===== config.mk =====
export PLATFORM = sky130hd
export DESIGN_NAME = jt6295_interp
export DESIGN_NICKNAME = d
export VERILOG_FILES = /design/src/rtl/jt6295_interp.sv
export SDC_FILE = /design/constraint.sdc
export NUM_CORES = 1
export LEC_CHECK = 0
export ABC_AREA = 1
export ABC_CLOCK_PERIOD_IN_PS = 3650
export CORE_MARGIN = 2
export CORE_UTILIZATION = 56
export DETAILED_ROUTE_END_ITERATION = 8
export PLACE_DENSITY_LB_ADDON = 0.15
export SYNTH_ARGS = -nofsm -noshare
export SYNTH_HDL_FRONTEND = slang
export SYNTH_SLANG_ARGS = --single-unit

===== constraint.sdc =====
create_clock -name clk -period 3.65 [get_ports clk]
set_clock_uncertainty 0.15 [all_clocks]
set_input_delay 1.095 -clock clk [delete_from_list [all_inputs] [get_ports clk]]
set_output_delay 1.095 -clock clk [all_outputs]
set_load 0.05 [all_outputs]

===== src/rtl/jt6295_interp.sv =====
// Linear interpolator for the jt6295 sound output: ramps between samples on every cen tick.
// Define JT6295_INTERP_ROUND_EN to round the output to nearest instead of truncating.
module jt6295_interp #(
  parameter int FRAC = 10,
  parameter int PERW = 9
) (
  input  logic                   clk,
  input  logic                   rst,
  input  logic                   cen,
  input  logic                   cen_sr,
  input  logic signed [13:0]     sound_in,
  output logic signed [13:0]     sound_out,
  output logic        [PERW-1:0] period,
  output logic                   busy
);

  localparam int AW = 15 + FRAC;
  localparam int DW = 15 + FRAC;
  localparam int CW = $clog2(DW);

  typedef enum logic [1:0] {IDLE, DIV, RUN} state_t;

  state_t                state;
  logic                  valid;
  logic                  neg;
  logic       [PERW-1:0] cnt;
  logic       [PERW-1:0] den;
  logic       [PERW-1:0] rem;
  logic       [DW-1:0]   dvd;
  logic       [CW-1:0]   bitcnt;
  logic signed [AW-1:0]  acc;
  logic signed [AW-1:0]  step;
  logic signed [13:0]    target;

  logic                  strobe;
  logic       [PERW-1:0] new_period;
  logic signed [14:0]    new_delta;
  logic       [14:0]     mag;
  logic signed [AW-1:0]  tgt_acc;
  logic       [PERW:0]   rem_sh;
  logic                  ge;
  logic       [PERW-1:0] rem_nx;
  logic       [DW-1:0]   q;
  logic signed [AW-1:0]  step_nx;
  logic signed [AW:0]    sum;
  logic signed [AW:0]    tgt_ext;
  logic signed [AW-1:0]  run_nx;
  logic signed [13:0]    out_nx;

  assign strobe = cen & cen_sr;

  always_comb begin
    new_period = (cnt == '1) ? cnt : cnt + 1'b1;
    new_delta  = {sound_in[13], sound_in} - {target[13], target};
    mag        = new_delta[14] ? 15'(-new_delta) : 15'(new_delta);
    tgt_acc    = {target[13], target, {FRAC{1'b0}}};
  end

  // Restoring division: the dividend register also collects the quotient bits.
  always_comb begin
    rem_sh = {rem, dvd[DW-1]};
    ge     = rem_sh >= {1'b0, den};
    rem_nx = ge ? PERW'(rem_sh - {1'b0, den}) : rem_sh[PERW-1:0];
    q      = {dvd[DW-2:0], ge};
    if (q[DW-1])
      step_nx = neg ? {1'b1, {(AW-1){1'b0}}} : {1'b0, {(AW-1){1'b1}}};
    else
      step_nx = neg ? -signed'(q) : signed'(q);
  end

  // The ramp never passes the target, whatever rounding the step carries.
  always_comb begin
    sum     = {acc[AW-1], acc} + {step[AW-1], step};
    tgt_ext = {tgt_acc[AW-1], tgt_acc};
    run_nx  = sum[AW-1:0];
    if (!neg && sum > tgt_ext) run_nx = tgt_acc;
    if (neg && sum < tgt_ext)  run_nx = tgt_acc;
  end

`ifdef JT6295_INTERP_ROUND_EN
  logic signed [AW:0]      rnd;
  logic signed [AW-FRAC:0] rsh;
  always_comb begin
    rnd    = {acc[AW-1], acc} + (AW+1)'(2 ** (FRAC - 1));
    rsh    = (AW-FRAC+1)'(rnd >>> FRAC);
    out_nx = (rsh > signed'((AW-FRAC+1)'(8191))) ? 14'sd8191 : rsh[13:0];
  end
`else
  always_comb begin
    out_nx = acc[FRAC+13:FRAC];
  end
`endif

  always_ff @(posedge clk) begin
    if (!rst) begin
      state     <= IDLE;
      valid     <= 1'b0;
      neg       <= 1'b0;
      cnt       <= '0;
      den       <= '0;
      rem       <= '0;
      dvd       <= '0;
      bitcnt    <= '0;
      acc       <= '0;
      step      <= '0;
      target    <= '0;
      sound_out <= '0;
      period    <= '0;
      busy      <= 1'b0;
    end else begin
      sound_out <= out_nx;
      if (strobe) begin
        cnt    <= '0;
        period <= new_period;
      end else if (cen && cnt != '1) begin
        cnt <= cnt + 1'b1;
      end
      if (strobe) begin
        target <= sound_in;
        step   <= '0;
        if (!valid) begin
          valid <= 1'b1;
          acc   <= {sound_in[13], sound_in, {FRAC{1'b0}}};
          state <= IDLE;
          busy  <= 1'b0;
        end else begin
          acc    <= tgt_acc;
          neg    <= new_delta[14];
          dvd    <= {mag, {FRAC{1'b0}}};
          rem    <= '0;
          den    <= new_period;
          bitcnt <= '0;
          state  <= DIV;
          busy   <= 1'b1;
        end
      end else begin
        case (state)
          IDLE: step <= '0;
          DIV: begin
            rem    <= rem_nx;
            dvd    <= q;
            bitcnt <= bitcnt + 1'b1;
            if (bitcnt == CW'(DW - 1)) begin
              step  <= step_nx;
              state <= RUN;
              busy  <= 1'b0;
            end
          end
          RUN: begin
            if (acc == tgt_acc) begin
              step  <= '0;
              state <= IDLE;
            end else if (cen) begin
              acc <= run_nx;
            end
          end
          default: state <= IDLE;
        endcase
      end
    end
  end

endmodule

==> flow_summary.yaml <==
logic_synthesis:
  synthXorXnorAreaFrac_pct: 4.052
  synthMuxAreaShare_pct: 0
  syn_area_sq_um: 10340
  synth_ff_type: "dfxtp_1"
  syn_nets: 1650
  synth-seq-cells: 149
  avgSynthCellArea_sq_um: 6.640
  synth_top_family_by_area: "simple AND/OR/NAND/NOR gates"
  yosysUniqueCellTypes: 51
  async_flop_share_pct: 0
  synth-edff-count: 0
  synth-seq-area-share_pct: 28.83
  ys_warn_count: 0
  synth-simple-area-share_pct: 30.19
  syn_inst: 1558
  synth_compound_area_share_pct: 18.83
  synth_adder_area_share_pct: 9.168
floorplanning:
  die_x_microns: 139.9
  initial_utilization_pct: 57.39
  io_pins: 42
  fp.coreArea_sq_um: 18020
  die_y_microns: 139.9
  rows: 49
  die_area_sq_um: 19580
route:
  vias_per_cell: 5.799
  wl_microns: 32000
  drcViolationCount: 0
  detail_route.iter0.violations: 1199
  met1Wirelength_microns: 13320
  met3WireLength_microns: 2154
  top_layer: "met4"
  vias: 11300
  wl_met2_microns: 15000
  ant_nets: 0
  wl_per_cell_microns: 16.43
  dr.pass1.iters: 6
sta:
  tightest_slew_ps: 707.2
  relSlewSlack_pct: 52.68
  period_minus_slack_ps: 3853
  final.setup.worst_slack_ps: -203.0
  rsz0062_at_grt: "yes"
  period_share_pct: 105.6
  setup_violations: 25
  hold_viol_final: 0
  fmax_mhz: 259.5
  drv_slew: 0
global_route:
  grt_pass1_vias: 10390
  grt_usage_pct: 31.88
  grt_max_degree: 51
  overflow: 0
  grt_pass1_wl_microns: 51030
  antenna_found_initial: 0
cells_and_area:
  regArea_sq_um: 2988
  layout_commonest_cell: "nand2_1"
  fin_util_pct: 71.64
  final_nets: 1798
  final_area_sq_um: 12910
  final_cell_mix: "365 x nand2_1, 175 x inv_1, 145 x dfxtp_1"
  multi_input_area_sq_um: 6817
  drive_gt1_share_pct: 18.09
  syn2layout_area_growth_pct: 24.83
  fillCellCount: 1475
  diodes: 0
flow_run:
  maxCapViolCount: 0
critical_path:
  rrSetupSlack_ps: -200
  max_stage_delay_ps: 360
  r2r_cells: 31
  slowest_stage: "dfxtp_2"
  cp-end-kind: "flip-flop"
  crit_start: "acc[0]"
  cp_max_fo: 7
  arrival_ps: 4010
  worst_path_most_repeated_cell: "nand2_2"
  required_ps: 3810
  crit_end: "acc[24]"
  reg2reg_from: "acc[0]"
  rr_endpoint: "acc[24]"
  crit_path_start_kind: "flip-flop"
  crit_type: "flip-flop to flip-flop"
status:
  outcome: "finished with violations"
  violations: "setup timing"
clock_network:
  clock-sinks: 149
  cts_tree: "yes"
  clockRootBuffer: "clkbuf_16"
  clkSlewWorstSetupHoldPaths_ps: 70
  holdBufCountCts: 0
  htreeDepth: 4
  cts_buffers: 17
  cts_max_path_buffers: 2
  insertion_delay_ps: 440
placement:
  place.gp.congestion: 0.9202
  dpl.hpwl_microns: 22850
  place_area_sq_um: 11700
  dpl_worst_slack_ps: -232.4
  io_buffers: 41
pwr:
  irDropWorstVdd_mv: 0.3686
  power.leakage_nw: 6.010
  powerDensity_nw_per_um2: 378.6
  power_mw: 4.889
worst_hold_path:
  hp-start: "period[8]"
  hp-class: "flip-flop to flip-flop"
flip-flops by register name, indices dropped and copies added, names as in the netlist, 14 cells and up:
name and cells:
dvd 25, acc 25, target 14, sound_out 14
step 25
metal layers:
metal  GRT usage [%]  up-vias
met3           4.957      118
met2           52.73      485
met1           40.45     5181
li1                -     5512
met4           16.16        0
met5               0        -
logic make-up after synthesis:
logic type,Yosys count
buffers and inverters,238
and+or+nand+nor,705
adders and majority gates,74
AOI/OAI and AO/OA,345
DFF,149
xor gates and xnor gates,47
final cells by class:
class	instances	share of cell area (%)
clock inverter	12	1.124
timing repair buffer	181	11.73
sequential	149	23.14
inverter	186	5.465
multi-input combinational	1171	52.79
clock buffer	20	3.536
tap	229	2.219
critical path: cells and delay by family, from the launching register on:
kind | cells | cell delay, ps
simple gates | 22 | 1960
fa+ha+maj | 3 | 740
buf+inv | 5 | 440
flops | 1 | 360
compound gates | 1 | 60
where the power goes:
group          internal [mW]  switching, mW
sequential              1.68         0.0575
clock                   1.05          0.753
combinational          0.536          0.808
total                   3.27           1.62
metrics by stage:
stage / setup TNS (ps) / hold WS [ps] / std cells
after global routing: -7998 / 323.2 / 1948
after CTS: -3033 / 302.3 / 1936
final: -3088 / 298.5 / 1948
after detailed placement: -7242 / 286.4 / 1889
after floorplan: 0 / 267.5 / 1558
after global placement: -2571 / 280.9 / 1889
worst min-delay path by stage:
stage | end | slack [ps] | cells past startpoint
after detailed placement | period[8] | 290 | 2
after global placement | den[6] | 280 | 2
after floorplan | den[5] | 270 | 2
final | period[8] | 300 | 2
after global routing | period[8] | 320 | 2
after CTS | period[8] | 300 | 2
synth_stat cells, types with 6 or more instances:
cell      instances  share of area [%]
nor2_1          109                4.0
nand2_1         383                 14
nor4_1            6               0.36
a21oi_2          14                1.2
a21oi_1         154                7.5
clkbuf_1         39                1.4
o22ai_1          22                1.3
ha_1             71                8.6
o211ai_1          9               0.65
or2_2             7               0.42
o21ai_0          98                4.7
a211oi_1          6               0.44
xor2_1           28                2.4
nand4_1          32                1.9
a22oi_1          14                1.0
xnor2_1          18                1.5
dfxtp_1         149                 29
nor3_1           18               0.87
inv_1           179                6.5
nand3_2          12                1.2
nand3_1          97                4.7
buf_2             9               0.44
nand3b_1          8               0.58
nand2_2          19                1.1
repair_timing:
| action | CTS | global route |
|---|---|---|
| cloned | 1 | 1 |
| endpoints found under the setup margin | 25 | 33 |
| pin swaps | 15 | 30 |
| resized for setup | 18 | 74 |
| setup buffers | 14 | 12 |
Note: power is estimated with default switching activity, not from simulation.
